--- config.mk ---
export PLATFORM = sky130hd
export DESIGN_NAME = axi_burst_master
export DESIGN_NICKNAME = d
export VERILOG_FILES = /design/src/rtl/axi_burst_pkg.sv /design/src/rtl/axi_burst_master.sv
export SDC_FILE = /design/constraint.sdc
export NUM_CORES = 1
export LEC_CHECK = 0
export CAP_MARGIN = 20
export CORE_MARGIN = 2
export CORE_UTILIZATION = 25
export DETAILED_ROUTE_END_ITERATION = 10
export MAX_ROUTING_LAYER = met4
export PLACE_DENSITY = 0.63
export SYNTH_ARGS = -nofsm -noshare
export SYNTH_HDL_FRONTEND = slang
export SYNTH_SLANG_ARGS = --single-unit
--- constraint.sdc ---
create_clock -name clk -period 3.9 [get_ports clk]
set_clock_uncertainty 0.05 [all_clocks]
set_input_delay 0.975 -clock clk [delete_from_list [all_inputs] [get_ports clk]]
set_output_delay 0.975 -clock clk [all_outputs]
set_load 0.01 [all_outputs]
--- src/rtl/axi_burst_pkg.sv ---
// Shared constants, state encoding and the 4 KB boundary helper
// used by the AXI4 INCR burst master.
package axi_burst_pkg;

   localparam logic [1:0] RESP_OKAY   = 2'b00;
   localparam logic [1:0] RESP_EXOKAY = 2'b01;
   localparam logic [1:0] RESP_SLVERR = 2'b10;
   localparam logic [1:0] RESP_DECERR = 2'b11;

   localparam logic [1:0] BURST_FIXED = 2'b00;
   localparam logic [1:0] BURST_INCR  = 2'b01;
   localparam logic [1:0] BURST_WRAP  = 2'b10;

   typedef enum logic [2:0] {
      IDLE,
      W_ADDR,
      W_DATA,
      W_RESP,
      R_ADDR,
      R_DATA,
      DONE
   } state_t;

   // True when a burst starting at this page offset runs past the end of its 4 KB page.
   function automatic logic crosses_4k(input logic [11:0] addr,
                                       input logic [7:0]  len,
                                       input logic [8:0]  bytes_per_beat);
      logic [17:0] end_addr;
      end_addr = 18'(addr) + (18'(len) + 18'd1) * 18'(bytes_per_beat);
      return end_addr > 18'd4096;
   endfunction

endpackage

--- src/rtl/axi_burst_master.sv ---
// AXI4 master running one INCR read or write burst per command, with
// length/4 KB rejection, streaming data ports and a completion status.
module axi_burst_master
   import axi_burst_pkg::*;
#(
   parameter int ADDR_WIDTH = 32,
   parameter int DATA_WIDTH = 32,
   parameter int ID_WIDTH   = 4,
   parameter int MAX_BURST  = 16
) (
   input  logic                    clk,
   input  logic                    resetn,
   output logic [ID_WIDTH-1:0]     awid,
   output logic [ADDR_WIDTH-1:0]   awaddr,
   output logic [7:0]              awlen,
   output logic [2:0]              awsize,
   output logic [1:0]              awburst,
   output logic                    awvalid,
   input  logic                    awready,
   output logic [DATA_WIDTH-1:0]   wdata,
   output logic [DATA_WIDTH/8-1:0] wstrb,
   output logic                    wlast,
   output logic                    wvalid,
   input  logic                    wready,
   input  logic [ID_WIDTH-1:0]     bid,
   input  logic [1:0]              bresp,
   input  logic                    bvalid,
   output logic                    bready,
   output logic [ID_WIDTH-1:0]     arid,
   output logic [ADDR_WIDTH-1:0]   araddr,
   output logic [7:0]              arlen,
   output logic [2:0]              arsize,
   output logic [1:0]              arburst,
   output logic                    arvalid,
   input  logic                    arready,
   input  logic [ID_WIDTH-1:0]     rid,
   input  logic [DATA_WIDTH-1:0]   rdata,
   input  logic [1:0]              rresp,
   input  logic                    rlast,
   input  logic                    rvalid,
   output logic                    rready,
   input  logic                    cmd_valid,
   output logic                    cmd_ready,
   input  logic                    cmd_write,
   input  logic [ID_WIDTH-1:0]     cmd_id,
   input  logic [ADDR_WIDTH-1:0]   cmd_addr,
   input  logic [7:0]              cmd_len,
   input  logic [DATA_WIDTH-1:0]   wr_data,
   input  logic [DATA_WIDTH/8-1:0] wr_strb,
   input  logic                    wr_valid,
   output logic                    wr_ready,
   output logic [DATA_WIDTH-1:0]   rd_data,
   output logic                    rd_last,
   output logic                    rd_valid,
   input  logic                    rd_ready,
   output logic                    done_valid,
   output logic [1:0]              done_resp,
   output logic                    busy
);

   localparam int                    BYTES     = DATA_WIDTH / 8;
   localparam logic [2:0]            SIZE      = 3'($clog2(BYTES));
   localparam logic [ADDR_WIDTH-1:0] ADDR_MASK = ~ADDR_WIDTH'(BYTES - 1);
   localparam logic [7:0]            MAX_LEN   = 8'(MAX_BURST - 1);

   state_t                  state;
   state_t                  state_next;
   logic [ID_WIDTH-1:0]     id_q;
   logic [ADDR_WIDTH-1:0]   addr_q;
   logic [7:0]              len_q;
   logic [7:0]              count;
   logic [1:0]              resp_q;
   logic                    err_q;
   logic [ADDR_WIDTH-1:0]   cmd_addr_aligned;
   logic                    reject;
   logic                    w_beat;
   logic                    r_beat;
   logic                    last_count;
   logic [1:0]              r_worst;
   logic                    r_err;

   assign cmd_addr_aligned = cmd_addr & ADDR_MASK;
   assign reject     = (cmd_len > MAX_LEN) ||
                       crosses_4k(cmd_addr_aligned[11:0], cmd_len, 9'(BYTES));
   assign w_beat     = wvalid && wready;
   assign r_beat     = rvalid && rready;
   assign last_count = (count == len_q);
   assign r_worst    = (rresp > resp_q) ? rresp : resp_q;
   // A beat is malformed when rlast and the expected final count disagree.
   assign r_err      = err_q || (rid != id_q) || (rlast != last_count);

   assign awid      = id_q;
   assign awaddr    = addr_q;
   assign awlen     = len_q;
   assign awsize    = SIZE;
   assign awburst   = BURST_INCR;
   assign arid      = id_q;
   assign araddr    = addr_q;
   assign arlen     = len_q;
   assign arsize    = SIZE;
   assign arburst   = BURST_INCR;
   assign wdata     = wr_data;
   assign wstrb     = wr_strb;
   assign rd_data   = rdata;
   assign rd_last   = rlast;
   assign done_resp = resp_q;
   assign busy      = (state != IDLE);

   always_ff @(posedge clk) begin
      if (!resetn) state <= IDLE;
      else         state <= state_next;
   end

   // Command latch, beat counter and running response.
   always_ff @(posedge clk) begin
      if (!resetn) begin
         id_q   <= '0;
         addr_q <= '0;
         len_q  <= '0;
         count  <= '0;
         resp_q <= RESP_OKAY;
         err_q  <= 1'b0;
      end else begin
         case (state)
            IDLE: if (cmd_valid) begin
               id_q   <= cmd_id;
               addr_q <= cmd_addr_aligned;
               len_q  <= cmd_len;
               count  <= '0;
               err_q  <= 1'b0;
               resp_q <= reject ? RESP_DECERR : RESP_OKAY;
            end
            W_DATA: if (w_beat) count <= last_count ? 8'd0 : count + 8'd1;
            W_RESP: if (bvalid) resp_q <= (bid != id_q) ? RESP_SLVERR : bresp;
            R_DATA: if (r_beat) begin
               if (rlast) begin
                  count  <= '0;
                  resp_q <= r_err ? RESP_SLVERR : r_worst;
               end else begin
                  resp_q <= r_worst;
                  err_q  <= r_err;
                  if (count != 8'hFF) count <= count + 8'd1;
               end
            end
            default: ;
         endcase
      end
   end

   always_comb begin
      state_next = state;
      cmd_ready  = 1'b0;
      awvalid    = 1'b0;
      wvalid     = 1'b0;
      wlast      = 1'b0;
      wr_ready   = 1'b0;
      bready     = 1'b0;
      arvalid    = 1'b0;
      rready     = 1'b0;
      rd_valid   = 1'b0;
      done_valid = 1'b0;
      case (state)
         IDLE: begin
            cmd_ready = 1'b1;
            if (cmd_valid) state_next = reject ? DONE : (cmd_write ? W_ADDR : R_ADDR);
         end
         W_ADDR: begin
            awvalid = 1'b1;
            if (awready) state_next = W_DATA;
         end
         W_DATA: begin
            wvalid   = wr_valid;
            wr_ready = wready;
            wlast    = last_count;
            if (wr_valid && wready && last_count) state_next = W_RESP;
         end
         W_RESP: begin
            bready = 1'b1;
            if (bvalid) state_next = DONE;
         end
         R_ADDR: begin
            arvalid = 1'b1;
            if (arready) state_next = R_DATA;
         end
         R_DATA: begin
            rd_valid = rvalid;
            rready   = rd_ready;
            if (rvalid && rd_ready && rlast) state_next = DONE;
         end
         DONE: begin
            done_valid = 1'b1;
            state_next = IDLE;
         end
         default: state_next = IDLE;
      endcase
   end

endmodule

* Word level (Yosys, flattened, before mapping)
Index checks and enable logic that the tools add are counted.
Cells by class: equality and inequality tests 21, magnitude comparators 3, mux-type cells 39, add/sub/neg operators 3, reduce and logical (&&, ||, !) cells 19
Operator list (number):
- 8-bit two-way mux | 6
- 3-bit two-way mux | 8
- 8-bit case mux with 3 select lines | 1
- 2-bit != test, second input constant | 9
- 3-bit case mux with 6 select lines | 1
- 2-bit two-way mux | 8
- 12-bit by 11-bit adder with 13-bit output | 1
- 13-bit greater-than comparator, second input constant | 1
- 1-bit two-way mux | 13
- 8-bit by 1-bit adder with 9-bit output, second input constant | 1
- 3-bit equality test, second input constant | 3
- 3-bit nonzero test | 3
- 8-bit by 1-bit adder with 8-bit output, second input constant | 1
- 8-bit equality test | 1
- 8-bit by 4-bit greater-than comparator with 1-bit output, second input constant | 1
- 4-bit != test | 2
- 8-bit != test, second input constant | 1
- 4-bit AND reduction | 2
- 3-bit by 2-bit equality test with 1-bit output, second input constant | 2
- 1-bit logical AND | 6
- 2-bit case mux with 3 select lines | 1
- 6-bit AND reduction | 1
- 5-bit AND reduction | 1
- 3-bit by 1-bit equality test with 1-bit output, second input constant | 1
- 8 further kinds | 10
Word-level totals: input port bits 136, word-level logic and storage cells 92, register bits 56

* Longest topological paths before layout
Gate-level depths: netlist (run 1).
depth in word-level cells 7, gate-level depth with buffers 13, mapped depth without buffers 12

* Least setup slack after synthesis (run 1)
Ideal clock, no wire load.
path type input port to flip-flop, start in cmd_len[0], end reg state[2], data required time 3.727 ns, slack 0.736 ns, stages 13, data arrival time 2.991 ns, path buffers 1, library setup time 0.123 ns, path through ha_1 > nand3_1 > nor2_1 > xor2_1 > ha_1 > buf_2 > o21ai_0 > a22oi_1 > a21o_1 > a22oi_1 > nand4_1 > a21boi_0 > o21ai_1
Between the ends: longest elaborated chain between the ends 7, elaborated cells on any way between the ends 8, those cells by class add/sub: 2; order compare: 2; mux: 3; reduce/logical: 1
Ends and longest elaborated chain:
- start, declared | RTL line axi_burst_master.sv:47 | input logic [7:0] cmd_len,
- 8-bit by 1-bit adder with 9-bit output | RTL line axi_burst_pkg.sv:29 | end_addr = 18'(addr) + (18'(len) + 18'd1) * 18'(bytes_per_beat);
- 12-bit by 11-bit adder with 13-bit output | RTL line axi_burst_pkg.sv:29
- 13-bit greater-than comparator | RTL line axi_burst_pkg.sv:30 | return end_addr > 18'd4096;
- 1-bit logical OR * | RTL line axi_burst_master.sv:83 | assign reject = (cmd_len > MAX_LEN) ||
- 3-bit two-way mux * (2 in a row) | RTL line axi_burst_master.sv:165 | if (cmd_valid) state_next = reject ? DONE : (cmd_write ? W_ADDR : R_ADDR);
- 3-bit case mux with 6 select lines * | RTL line axi_burst_master.sv:162 | case (state)
- end signal, assigned | RTL line axi_burst_master.sv:111 | else state <= state_next;
- end, declared | RTL line axi_burst_master.sv:66 | state_t state;
Every way passes the cells marked *; elsewhere a longest branch is shown, timed or not. The select of a mux whose other input is x is not followed. A chain may end at the register's enable or synchronous reset.

* Final worst setup path (run 1)
start in cmd_len[1], end reg state[2]
The elaborated chain is that of the path after synthesis.

==> reports/metrics.cfg, run 1 <==
[outcome]
outcome=complete, no violations

[worst_setup_path]
setup.worst_path.end_class=register
required_ns=4.04
path_max_fanout=4
reg2reg_slack_ns=1.51
reg2reg_depth=6
worstSetupPathType=in2reg
reg2reg_to=state[2]
rr_startpoint=state[1]
startpoint=cmd_len[1]
crit_path_end=state[2]
critPathArrivalTime_ns=3.83
startpoint_type=input pin

[placed_design]
detailed_place_hpwl_mm=9.21
place.port_buffers=163
routabilityCongestion=0.829
place_area_um2=5340

[pwr]
total_power_mw=2.69
p_leak_nw=2.10
ir_drop_mv=0.217
p_per_area_nw_per_um2=487

[sta]
slew_headroom=0.594
post-route-period-util=0.946
timing.hold.ws_ns=0.429
setup_violations=0
fin_crit_ns=3.69
finalHoldViolCount=0
max_freq_mhz=271
slew_violations=0
tightestPinTransition_ns=0.607

[global_routing]
grt_usage=0.133
grt_max_degree=28
antenna_found_initial=0
grt.overflow.total=0
grt_pass1_vias=3258
grt_pass1_wl_mm=18.2

[yosys]
ys_seq_area_frac=0.263
syn_area_um2=4260
syn-instance-count=552
synth_edf_count=0
synth.ff_latch_count=56
yosys_warnings=0
synth_top_area_frac=0.263
synthArstFlopShare=0
synthTopCellsByArea=dfxtp_1 26%, buf_4 22%, nand2_1 9.6%
synthFlopType=dfxtp_1
yosys.area.top_type=dfxtp_1
syn_area_per_cell_um2=7.71
synthDistinctLibCells=51

[route]
wl_per_cell_um=14.3
drc=0
avgViaCountPerCell=4.27
initialDrtViolationCount=144
ant_nets=0
routed_wl_mm=11.9
drt-pass1-iter-count=4
num_vias=3552

[final_layout]
layout.nets=763
final_util=0.333
final_area_um2=5520
areaGrowthSynthToFinish_pct=29.6
drive_gt1_frac=0.0753
antenna_cells=0

[clocking]
cts_tree=built
clockBufferDepth=2
clock_latency_ns=0.30
cts.sinks=56
clk_pin_slew_ns=0.07
numCtsBuffers=5
ctsRootBufferMaster=clkbuf_16
htreeDepth=2

[floorplan]
initial_core_util=0.257
io_pins=316
coreArea_um2=16600
row_count=47
die_h_um=134
die_area_um2=18100
die_w_um=134

[min_path]
worstHoldStart=araddr[13]
hp-class=reg2reg

[run]
cap_violations=0

## critical path: stages
cell,delay [ns]
clkdlybuf4s50_1,0.54
ha_1,0.18
nand3_1,0.12
xnor2_1,0.20
ha_1,0.27
o21ai_0,0.38
a2bb2oi_1,0.20
a32oi_1,0.07
nor4_1,0.31
nand4_1,0.13
buf_4,0.18
a21boi_1,0.18
o21ai_1,0.09
## area by class of cell
| cell class | instances | area (um2) |
|---|---|---|
| clock buffers | 6 | 139 |
| clock inverters | 2 | 15.0 |
| fillers | 1766 | 11100 |
| inverters | 11 | 41.3 |
| multi-input cells | 352 | 2140 |
| flip-flops and latches | 56 | 1120 |
| well taps | 220 | 275 |
| repair buffers | 184 | 1780 |
## cell families after synthesis
group,after synthesis,synth area share
buffers and inverters,156,0.251
other,2,0.00176
DFF,56,0.263
adders and majority gates,17,0.0517
AOI/OAI and AO/OA,95,0.156
xor gates and xnor gates,32,0.0659
muxes,1,0.00235
and+or+nand+nor,193,0.208
## cells in the mapped netlist (2+ instances only)
cell	instances
buf_4	125
nand2_1	109
dfxtp_1	56
a21boi_0	45
nor2_1	25
xor2_1	19
ha_1	16
o21ai_0	16
clkbuf_1	15
xnor2_1	13
inv_1	11
nand3_1	10
nand4_1	10
a21oi_1	7
and3_1	5
nor3b_1	5
nor4_1	5
a21o_1	4
buf_2	4
nor3_1	4
a31oi_1	3
and2_1	3
nor2b_1	3
a211oi_1	2
a22oi_1	2
a2bb2oi_1	2
a32oi_1	2
and3b_1	2
conb_1	2
nand2b_1	2
nand3b_1	2
o21ai_1	2
o22ai_1	2
or3b_2	2
## per-stage QoR
step           TNS, ns  worst slack [ns]  instances
2_1_floorplan        0             0.736        564
3_3_place_gp    -0.996            -0.222        822
3_5_place_dp     -1.11            -0.245        822
4_1_cts              0            0.0899        830
5_1_grt        -0.0124           -0.0124        831
6_report             0             0.212        831
## cell usage in the layout, fill, tap and decap left out, types with 2 or more instances in the layout
| master | n |
|---|---|
| a211oi_2 | 2 |
| a21boi_0 | 44 |
| a21o_1 | 4 |
| a21oi_1 | 7 |
| a2bb2oi_1 | 2 |
| a31oi_1 | 3 |
| a32oi_1 | 2 |
| and2_1 | 3 |
| and3_1 | 5 |
| and3b_1 | 2 |
| buf_4 | 21 |
| clkbuf_16 | 5 |
| clkdlybuf4s50_1 | 162 |
| clkinvlp_4 | 2 |
| conb_1 | 14 |
| dfxtp_1 | 56 |
| ha_1 | 15 |
| inv_1 | 11 |
| nand2_1 | 108 |
| nand2b_1 | 2 |
| nand3_1 | 10 |
| nand3b_1 | 2 |
| nand4_1 | 10 |
| nor2_1 | 23 |
| nor2_2 | 2 |
| nor2b_1 | 3 |
| nor3_1 | 4 |
| nor3b_1 | 5 |
| nor4_1 | 5 |
| o21ai_0 | 15 |
| o21ai_1 | 2 |
| o21ai_2 | 2 |
| o22ai_1 | 2 |
| or3b_2 | 2 |
| xnor2_1 | 13 |
| xor2_1 | 19 |
## per-layer routing
metal | global-route usage | up-vias | share of wire | routed length (um)
met3 | 0.0334 | 14 | 0.070 | 828
met4 | 0.0398 | 0 | 0.012 | 148
met2 | 0.203 | 122 | 0.46 | 5450
met5 | - | - | 0 | 0
li1 | - | 1814 | - | -
met1 | 0.173 | 1602 | 0.46 | 5480
## worst min-delay path by stage
stage | endpoint | slack (ns) | cells past startpoint
after global placement | araddr[25] | 0.42 | 2
after floorplan | err_q | 0.42 | 2
after global routing | araddr[29] | 0.46 | 2
final | araddr[13] | 0.43 | 2
after CTS | araddr[31] | 0.44 | 2
after detailed placement | araddr[31] | 0.42 | 2
## where the power goes
part / switching (mW) / internal [mW] / leakage [nW]
clock: 0.222 / 0.256 / 0.0691
sequential: 0.176 / 0.690 / 0.458
combinational: 0.655 / 0.690 / 1.57
## registers in the layout, summed over array words and instances (netlist names)
register	flops
arid	4
done_resp	2
araddr	30
arlen	8
err_q	1
state	3
count	8
## timing repair
item | in CTS | in global routing
endpoints found under the setup margin | 0 | 5
hold buffers | 0 | 0
gates resized for setup | 0 | 7
hold endpoints to repair | 0 | 0
setup buffers | 0 | 1
Power figures use the tool's default switching activity.
==> run 2: changes to the inputs <==
Settings changed: CTS_CLUSTER_DIAMETER set to 80.
==> results of run 2 <==
Same layout as run 1: the final DEF is identical, and so are final timing and power.
==> run 3: changes to the inputs <==
--- a/config.mk
+++ b/config.mk
@@ -7,10 +7,13 @@
 export LEC_CHECK = 0
 export CAP_MARGIN = 20
+export CELL_PAD_IN_SITES_DETAIL_PLACEMENT = 1
+export CELL_PAD_IN_SITES_GLOBAL_PLACEMENT = 1
 export CORE_MARGIN = 2
-export CORE_UTILIZATION = 25
+export CORE_UTILIZATION = 23
 export CTS_CLUSTER_DIAMETER = 80
 export DETAILED_ROUTE_END_ITERATION = 10
+export HOLD_SLACK_MARGIN = 0.12
 export MAX_ROUTING_LAYER = met4
-export PLACE_DENSITY = 0.63
+export PLACE_DENSITY = 0.83
 export SYNTH_ARGS = -nofsm -noshare
 export SYNTH_HDL_FRONTEND = slang
==> constraint.sdc (replaced) <==
create_clock -name clk -period 3.9 [get_ports clk]
set_clock_uncertainty 0.05 [all_clocks]
set_input_delay 0.78 -clock clk [delete_from_list [all_inputs] [get_ports clk]]
set_output_delay 0.78 -clock clk [all_outputs]
set_load 0.01 [all_outputs]
==> reports/metrics.cfg, run 3 (synthesized netlist as in run 1, its figures left out) <==
[floorplan]
io_pins=316  ; unchanged
initial_core_util=0.235  ; -0.0213
die_area_um2=19600  ; +8.4%
die_w_um=140  ; +4.1%
die_h_um=140  ; +4.1%
row_count=49  ; +4.3%
coreArea_um2=18100  ; +9.1%

[worst_setup_path]
required_ns=4.03  ; about the same
worstSetupPathType=in2reg
setup.worst_path.end_class=register
path_max_fanout=4  ; unchanged
reg2reg_slack_ns=1.48  ; -0.03 ns
startpoint_type=input pin
critPathArrivalTime_ns=3.68  ; -0.15 ns

[sta]
rsz0062_at_grt=false
setup_violations=0  ; unchanged
tightestPinTransition_ns=0.688  ; +0.0807 ns
finalHoldViolCount=0  ; unchanged
slew_headroom=0.540  ; -0.0534
max_freq_mhz=282  ; +3.8%
final_critical_path_setup_slack_ns=0.348  ; +0.136 ns
post-route-period-util=0.911  ; -0.0348
slew_violations=0  ; unchanged
fin_crit_ns=3.55  ; -0.136 ns
timing.hold.ws_ns=0.437  ; +0.00793 ns

[route]
wl_per_cell_um=16.0  ; +12%
routed_wl_mm=13.3  ; +11%
drt-pass1-iter-count=9  ; +5
ant_nets=0  ; unchanged
drc=9  ; +9
num_vias=3627  ; +2.1%
avgViaCountPerCell=4.38  ; +2.5%
initialDrtViolationCount=130  ; -9.7%

[clocking]
ctsRootBufferMaster=clkbuf_16
cts_hold_buf=0  ; unchanged
clk_pin_slew_ns=0.08  ; about the same
numCtsBuffers=5  ; unchanged
clockBufferDepth=2  ; unchanged
post_cts_buffers=0  ; unchanged
htreeDepth=2  ; unchanged
cts.sinks=56  ; unchanged
cts_tree=built
clock_latency_ns=0.30  ; about the same

[placed_design]
place_area_um2=5270  ; -1.3%
place.port_buffers=163  ; unchanged
dp_slack_ns=-0.135  ; +0.109 ns
detailed_place_hpwl_mm=10.5  ; +14%
routabilityCongestion=0.806  ; -2.7%

[global_routing]
grt_pass1_wl_mm=20.4  ; +13%
grt_usage=0.135  ; +0.00222
grt_max_degree=27  ; -3.6%
top_usage_layer=met2
grt.overflow.total=0  ; unchanged
globalRouteMet3Util=0.0311  ; -0.00230
met1_usage=0.168  ; -0.00517
grt_pass1_vias=3637  ; +12%
antenna_found_initial=0  ; unchanged
gr-usage-met2=0.221  ; +0.0177

[final_layout]
final_cell_mix=162 x clkdlybuf4s50_1, 108 x nand2_1, 56 x dfxtp_1
multiInputGateArea_um2=2130  ; -0.53%
final_area_um2=5420  ; -1.8%
largest_reg_flops=30  ; unchanged
final_util=0.300  ; -0.0331
final_common_cell=clkdlybuf4s50_1
antenna_cells=0  ; unchanged
fillers=2138  ; +21%
layout.nets=751  ; -1.6%
drive_gt1_frac=0.0501  ; -0.0252
areaGrowthSynthToFinish_pct=27.3
layout.area.seq_um2=1120  ; unchanged

[min_path]
hp-class=reg2reg

[outcome]
violations=DRC
outcome=finished with violations

[run]
cap_violations=0  ; unchanged

[pwr]
ir_drop_mv=0.164  ; -25%
p_per_area_nw_per_um2=495  ; +1.5%
p_leak_nw=2.03  ; -3.0%

[run 3: worst max-delay path, cell delays in order]
cell and delay [ns]:
clkdlybuf4s50_1 0.50, ha_1 0.19, nand3_1 0.12, xnor2_1 0.16, ha_1 0.33, o21ai_0 0.34, a2bb2oi_1 0.20, a32oi_1 0.07
nor4_1 0.33, nand4_1 0.29, o21ai_1 0.27, a31oi_1 0.11
[run 3: metrics by stage]
stage	total power [mW]	setup TNS [ns]	instances
6_report	2.68	0	828
5_1_grt	2.88	0	828
4_1_cts	2.73	0	828
3_5_place_dp	2.24	-0.375	820
3_3_place_gp	2.21	-0.0233	820
2_1_floorplan	1.70	0	564
[run 3: path summary, 6_finish.rpt]
kind                            startpoint           end  cells past startpoint
worst min-delay path            araddr[21]    araddr[21]                      2
worst max register to register    state[1]      state[2]                      6
worst min register to register  araddr[21]    araddr[21]                      2
worst max-delay path            cmd_len[0]  done_resp[1]                     12
[run 3: final cells by class]
class                   count  area share
inverters                  11     0.00762
repair buffers            172       0.313
clock buffers               6      0.0238
multi-input cells         352       0.393
flip-flops and latches     56       0.207
clock inverters             2     0.00300
well taps                 229      0.0529
[run 3: layer usage]
metal / vias up / part of all wire / wire length, um
li1: 1789 / - / -
met1: 1716 / 0.46 / 6040
met2: 107 / 0.48 / 6350
met3: 15 / 0.053 / 706
met4: 0 / 0.013 / 171
met5: - / 0 / 0
[run 3: power breakdown]
| group | total (mW) | internal, mW | switching [mW] |
|---|---|---|---|
| Sequential | 0.868 | 0.690 | 0.179 |
| Combinational | 1.34 | 0.676 | 0.667 |
| Clock | 0.468 | 0.241 | 0.228 |
[run 3: what timing repair did]
item	CTS	global route
setup endpoints to repair	0	5
gates resized for setup	0	4
hold endpoints to repair	0	0
